--- src/rtl/fusion_seq_ctrl.sv ---
// Purpose  : dot-product sequencer for one fusion multiplier tile; streams operand
//            pairs into the tile, accumulates returned psums, emits one result per job.
// Latency  : len + FU_LAT + 1 cycles from accepted start to res_valid (no stalls).
// Backpres.: op_ready depends only on state/count; res_valid/res_data hold until res_ready.
//
// Ports:
//   clk, rst_n                     clock, async active-low reset
//   start, len, bias, s_*_cfg      job request, sampled in IDLE only
//   busy                           high from accepted start until result handshake
//   op_valid/op_ready, op_in/op_weight   operand pair stream in
//   fu_in, fu_weight, fu_psum_in, fu_s_in, fu_s_weight   registered drive to the tile
//   fu_psum_fwd                    tile result, FU_LAT cycles after fu_* update
//   res_valid/res_ready, res_data  job result out
module fusion_seq_ctrl #(
    parameter int LEN_W  = 10,
    parameter int FU_LAT = 2
) (
    input  logic             clk,
    input  logic             rst_n,
    input  logic             start,
    input  logic [LEN_W-1:0] len,
    input  logic [18:0]      bias,
    input  logic             s_in_cfg,
    input  logic             s_weight_cfg,
    output logic             busy,
    input  logic             op_valid,
    output logic             op_ready,
    input  logic [7:0]       op_in,
    input  logic [7:0]       op_weight,
    output logic [7:0]       fu_in,
    output logic [7:0]       fu_weight,
    output logic [18:0]      fu_psum_in,
    output logic             fu_s_in,
    output logic             fu_s_weight,
    input  logic [18:0]      fu_psum_fwd,
    output logic             res_valid,
    output logic [18:0]      res_data,
    input  logic             res_ready
);

    typedef enum logic [1:0] {
        IDLE  = 2'd0,
        ISSUE = 2'd1,
        DRAIN = 2'd2,
        DONE  = 2'd3
    } state_t;

    localparam logic [LEN_W-1:0] LEN_ONE = LEN_W'(1);

    state_t            r_state;
    logic [LEN_W-1:0]  r_len;
    logic [LEN_W-1:0]  r_issued;
    // One bit per tile pipeline slot: 1 marks a real beat whose psum must be summed.
    logic [FU_LAT-1:0] r_tags;
    logic [18:0]       r_acc;

    logic              w_accept;
    logic              w_tag_out;
    logic              w_last;

    // Ready never looks at op_valid, so the producer may wait on it without a loop.
    assign op_ready  = (r_state == ISSUE) && (r_issued < r_len);
    assign w_accept  = op_valid & op_ready;
    assign w_tag_out = r_tags[FU_LAT-1];
    assign w_last    = w_accept && (r_issued == (r_len - LEN_ONE));

    // Tile is used as a pure multiplier; accumulation happens here.
    assign fu_psum_in = '0;

    always_ff @(posedge clk or negedge rst_n) begin
        if (!rst_n) begin
            r_state     <= IDLE;
            r_len       <= '0;
            r_issued    <= '0;
            r_tags      <= '0;
            r_acc       <= '0;
            busy        <= 1'b0;
            res_valid   <= 1'b0;
            res_data    <= '0;
            fu_in       <= '0;
            fu_weight   <= '0;
            fu_s_in     <= 1'b0;
            fu_s_weight <= 1'b0;
        end else begin
            // Idle slots present zero operands so the tile output carries no stale product.
            fu_in     <= w_accept ? op_in     : 8'd0;
            fu_weight <= w_accept ? op_weight : 8'd0;
            r_tags    <= (r_tags << 1) | FU_LAT'(w_accept);

            if (w_tag_out) begin
                r_acc <= r_acc + fu_psum_fwd;
            end
            if (w_accept) begin
                r_issued <= r_issued + LEN_ONE;
            end

            case (r_state)
                IDLE: begin
                    if (start) begin
                        r_len       <= len;
                        fu_s_in     <= s_in_cfg;
                        fu_s_weight <= s_weight_cfg;
                        r_acc       <= bias;
                        r_issued    <= '0;
                        busy        <= 1'b1;
                        if (len != '0) begin
                            r_state <= ISSUE;
                        end else begin
                            r_state   <= DONE;
                            res_data  <= bias;
                            res_valid <= 1'b1;
                        end
                    end
                end
                ISSUE: begin
                    if (w_last) begin
                        r_state <= DRAIN;
                    end
                end
                DRAIN: begin
                    // Empty register also means no tag exits this edge, so r_acc is final.
                    if (r_tags == '0) begin
                        r_state   <= DONE;
                        res_data  <= r_acc;
                        res_valid <= 1'b1;
                    end
                end
                DONE: begin
                    if (res_ready) begin
                        res_valid <= 1'b0;
                        busy      <= 1'b0;
                        r_state   <= IDLE;
                    end
                end
                default: r_state <= IDLE;
            endcase
        end
    end

endmodule
--- config.mk ---
export PLATFORM = sky130hd
export DESIGN_NAME = fusion_seq_ctrl
export DESIGN_NICKNAME = d
export VERILOG_FILES = /design/src/rtl/fusion_seq_ctrl.sv
export SDC_FILE = /design/constraint.sdc
export NUM_CORES = 1
export LEC_CHECK = 0
export ABC_AREA = 1
export BUFFER_PORTS_ARGS = -buffer_cell sky130_fd_sc_hd__buf_4
export CORE_ASPECT_RATIO = 0.8
export CORE_MARGIN = 4
export CORE_UTILIZATION = 56
export CTS_BUF_LIST = sky130_fd_sc_hd__clkbuf_4 sky130_fd_sc_hd__clkbuf_8
export CTS_CLUSTER_DIAMETER = 50
export DETAILED_ROUTE_END_ITERATION = 7
export PLACE_DENSITY_LB_ADDON = 0.1
export SYNTH_ARGS = -nofsm -noshare
export SYNTH_HDL_FRONTEND = slang
export SYNTH_SLANG_ARGS = --single-unit
--- constraint.sdc ---
create_clock -name clk -period 2.2 [get_ports clk]
set_clock_uncertainty 0.2 [all_clocks]
set_input_delay 0.22 -clock clk [delete_from_list [all_inputs] [get_ports clk]]
set_output_delay 0.22 -clock clk [all_outputs]
set_load 0.005 [all_outputs]
; ---- After elaboration in Yosys (flattened, before gate mapping)
; Index checks and enable logic that the tools add are counted.
[word_totals]
word_cells = 65
register_bits = 82
inputBits = 71
[classes]
n_addsub = 3
eq_ne = 9
reduce_logical = 13
muxes = 25
bitwise_logic = 2
magnitude_cmp = 1
[op_table]
columns = op, count
row1 = 2-to-1 mux 19 bit, 6
row2 = case mux 19 bit (2 select lines), 1
row3 = 2-to-1 mux 10 bit, 3
row4 = adder 19 bit, 1
row5 = 2-to-1 mux 8 bit, 2
row6 = "adder 10 x 1 -> 10 bit, second input constant", 1
row7 = equality test 10 bit, 1
row8 = < comparator 10 bit, 1
row9 = 2-to-1 mux 2 bit, 5
row10 = "inequality test 2 bit, second input constant", 5
row11 = nonzero test 10 bit, 1
row12 = "subtractor 10 x 1 -> 10 bit, second input constant", 1
row13 = case mux 2 bit (4 select lines), 1
row14 = AND reduction 4 bit, 2
row15 = 2-to-1 mux 1 bit, 5
row16 = AND reduction 5 bit, 1
row17 = "equality test 2 bit, second input constant", 2
row18 = logical NOT 2 bit, 2
row19 = nonzero test 2 bit, 2
row20 = case mux 1 bit (3 select lines), 1
row21 = AND reduction 3 bit, 1
row22 = nonzero test 3 bit, 1
row23 = "equality test 2 x 1 -> 1 bit, second input constant", 1
row24 = logical AND 1 bit, 2
row25 = other kinds (4), 4

; ---- Logic depth before layout (Yosys ltp)
[depth]
depth_word = 6
ltp_mapped = 15
mapped_depth_nobuf = 15

; ---- Worst setup path before layout
; Ideal clock, no wire load.
[synth_path]
path_type = register -> register
startpoint = register r_acc[0]
endpoint = register r_acc[12]
setup_slack_ps = 146
stages_incl_launch_ff = 15
arrival_time_ps = 1716
period_less_slack_ps = 2054
setup_time_ps = 139
required_time_ps = 1861
cell_sequence = dfrtp_1 > ha_1 > fa_1 > nand2_1 > inv_1 > nand2_1 > nand3_1 > nand2_1 > nand2_1 > nand2_1 > nand2_1 > nor2_1 > nor2_1 > nand2_1 > a22oi_1
[synth_between]
elab_chain_len = 4
[synth_rtl]
columns = element, line_no
row1 = start: declaration, 55  ; logic [18:0] r_acc;
row2 = start signal: assignment, 91  ; r_acc <= r_acc + fu_psum_fwd;
row3 = start signal: assignment, 103  ; r_acc <= bias;
row4 = adder 19 bit (*), 91
row5 = 2-to-1 mux 19 bit (*), 90  ; if (w_tag_out) begin
row6 = 2-to-1 mux 19 bit, 99  ; if (start) begin
row7 = 2-to-1 mux 19 bit (*), 97  ; case (r_state)
; Mark *: on every way between the ends. The rest lies on a longest branch, timed or not.
; A chain may end at the register's enable or synchronous reset.

; ---- Worst setup path in the final report
; Same ends and word-level chain as after synthesis.

==> results_dict.tcl <==
set metrics [dict create \
    die_x_um 118 \
    fillCellCount 591 \
    regToRegSetupSlack_ps 20 \
    period_needed_ps 2180 \
    worstSetupEndpointType "flop" \
    synth_cells 741 \
    ys_seq_elements 82 \
    dpl.cell_count 963 \
    vias_per_cell 5.28 \
    start_util_pct 59.0 \
    cts_tree "built" \
    required_ps 2240 \
    io_buffers 110 \
    crit_arrival_ps 2230 \
    grt_pass1_vias 5247 \
    fin_crit_sh_pct 99.2 \
    seq_area_frac_synth_pct 37.5 \
    totalPowerFinal_mw 9.40 \
    cts_buffers 9 \
    multi_input_area_sq_mm 0.00307 \
    cts.path.max_buffers 2 \
    power_density_mw_per_mm2 1240 \
    place_congestion 0.941 \
    rows 31 \
    antenna_found_initial 0 \
    clk_latency_ps 370 \
    dp_hpwl_um 10600 \
    grt_overflow 0 \
    maxCapViolCount 0 \
    ys.warnings.count 0 \
    drv_slew 0 \
    drtIter0Drc 343 \
    setup_viol 0 \
    ys_types 45 \
    crit_path_start_kind "flop" \
    rsz0062_at_grt "yes" \
    drive_above_1_share_pct 26.4 \
    diodes 0 \
    netlist_area_sq_mm 0.00547 \
    status "finished clean" \
    ant_nets 0 \
    hold_path.class "input pin to flop" \
    die-area_sq_mm 0.0114 \
    synthArstFlopShare_pct 100 \
    hold_viol 0 \
    max_freq_mhz 458 \
    grt_pass1_wl_um 24000 \
    dr.pass1.iters 7 \
    vias 5554 \
    synth_flop_cell "dfrtp_1" \
    drc 0 \
    cts-root-buf "clkbuf_8" \
    coreArea_sq_mm 0.00927 \
    seqCellArea_sq_mm 0.00205 \
    synth_edf_count 0 \
    ios 130 \
    routed_wl_um 16200 \
    syn_avg_cell_area_sq_um 7.38 \
    critPathKind "flop to flop" \
    final_cells 1051 \
    grt_max_degree 46 \
    clock_sinks 82 \
    worst_pin_slew_ps 638 \
    nets 1037 \
    clk_pin_slew_ps 80 \
    leakage_nw 3.95 \
    whs_ps 2.75 \
    worst_ir_drop_vdd_uv 792 \
    syn_to_final_growth_pct 38.9 \
    path_max_fanout 3 \
    dieHeight_um 96.4 \
    track_usage_pct 26.3 \
    detail_route.wl_per_cell_um 15.4 \
    maxSlewHeadroom_pct 57.5 \
    htreeDepth 3 \
]
-- path summary, 6_finish.rpt --
path,start,endpoint,cells after the start
worst max-delay path,r_acc[0]$_DFF_PN0_,r_acc[12]$_DFF_PN0_,14
worst min-delay path,len[8],r_len[8]$_DFFE_PN0P_,3
worst max register to register,r_acc[0]$_DFF_PN0_,r_acc[12]$_DFF_PN0_,14
worst min register to register,r_tags[0]$_DFF_PN0_,r_tags[1]$_DFF_PN0_,0
max in group asynchronous,rst_n,r_issued[1]$_DFF_PN0_,3
min in group asynchronous,rst_n,r_len[1]$_DFFE_PN0P_,2
-- cells in the mapped netlist, types with 4 or more instances --
cell	count	area, sq um
nor3_1	4	20.0
o21ai_0	48	240
nor2_1	69	259
dfrtp_1	82	2050
nand3_1	41	205
mux2_2	5	56.3
buf_4	19	143
inv_1	115	432
o21bai_1	6	45.0
xor2_1	4	35.0
ha_1	34	425
a22oi_1	9	67.6
nand4_1	4	25.0
a21oi_1	41	205
nand2_1	191	717
xnor2_1	6	52.6
o21ai_2	10	87.6
clkbuf_1	8	30.0
-- critical path, stage by stage (launching register included) --
cell,delay [ps]
dfrtp_1,410
ha_4,180
fa_2,400
nand2_2,80
inv_2,40
nand2_2,70
nand3_2,80
nand2_2,120
nand2_4,70
nand2_2,70
nand2_2,50
nor2_2,100
nor2_1,40
nand2_1,80
a22oi_1,60
-- logic make-up after synthesis --
logic type	count (synthesis)	share of synthesized area, %
XOR/XNOR	11	2.01
multiplexers	5	1.03
flip-flops	82	37.5
buffers and inverters	157	13.2
AND/OR/NAND/NOR	322	24.4
AO/OA/AOI/OAI	128	13.6
adder cells (fa/ha/maj)	35	8.15
other	1	0.0686
-- routing by layer --
| layer | up-vias | track usage [%] | part of all wire, % |
|---|---|---|---|
| met2 | 233 | 45.0 | 48 |
| met1 | 2606 | 33.6 | 42 |
| met3 | 19 | 7.17 | 8.3 |
| li1 | 2696 | - | - |
| met4 | 0 | 6.75 | 1.1 |
| met5 | - | 0 | 0 |
-- placed cells by master, fill, tap and decap left out, drive strengths merged, types with 2 or more instances in the layout --
| cell | n |
|---|---|
| nand2 | 191 |
| buf | 149 |
| inv | 118 |
| dfrtp | 82 |
| nor2 | 72 |
| o21ai | 59 |
| dlygate4sd3 | 48 |
| a21oi | 42 |
| nand3 | 41 |
| ha | 34 |
| conb | 19 |
| clkbuf | 13 |
| a22oi | 9 |
| o21bai | 6 |
| xnor2 | 6 |
| mux2 | 5 |
| nand4 | 5 |
| nor3 | 4 |
| xor2 | 4 |
| clkinv | 4 |
| or2 | 3 |
| o211ai | 3 |
| a31oi | 3 |
| a21o | 2 |
| nor4 | 2 |
| nand3b | 2 |
-- layout make-up --
type                    count  share of cell area (%)
multi-input cells         520                    40.4
flip-flops and latches     82                    27.0
repair buffers            200                    22.5
inverters                 118                    5.87
well taps                 115                    1.89
clock buffers              11                    1.83
clock inverters             5                   0.511
-- flip-flops by register name, indices dropped and copies added (netlist names) --
name	cells
res_valid	1
r_tags	2
fu_weight	8
res_data	19
busy	1
fu_s_weight	1
r_len	10
r_state	2
fu_in	8
r_issued	10
fu_s_in	1
r_acc	19
-- power by group --
part	total, mW	internal (mW)	switching, mW
logic	5.80	2.61	3.20
clock network	1.03	0.442	0.586
registers	2.57	2.10	0.476
total	9.40	5.15	4.26
-- per-stage QoR --
stage	setup slack, ps	area (sq um)	utilization, %	setup TNS, ps
after global routing	-97.6	7590	81.9	-395
after detailed placement	-37.1	6390	68.9	-51.1
after floorplan	146	5530	-	0
after CTS	7.25	7100	76.6	0
final	17.5	7590	81.9	0
after global placement	44.5	6390	68.9	0
-- repair_timing --
action | CTS | global route
gates resized for setup | 1 | 74
setup endpoints to repair | 8 | 54
gates cloned | 0 | 3
hold endpoints to repair | 93 | 0
pin swaps | 1 | 26
hold buffers | 49 | 0
buffers inserted | 5 | 15
No activity file was read; power rests on OpenSTA's default activity.
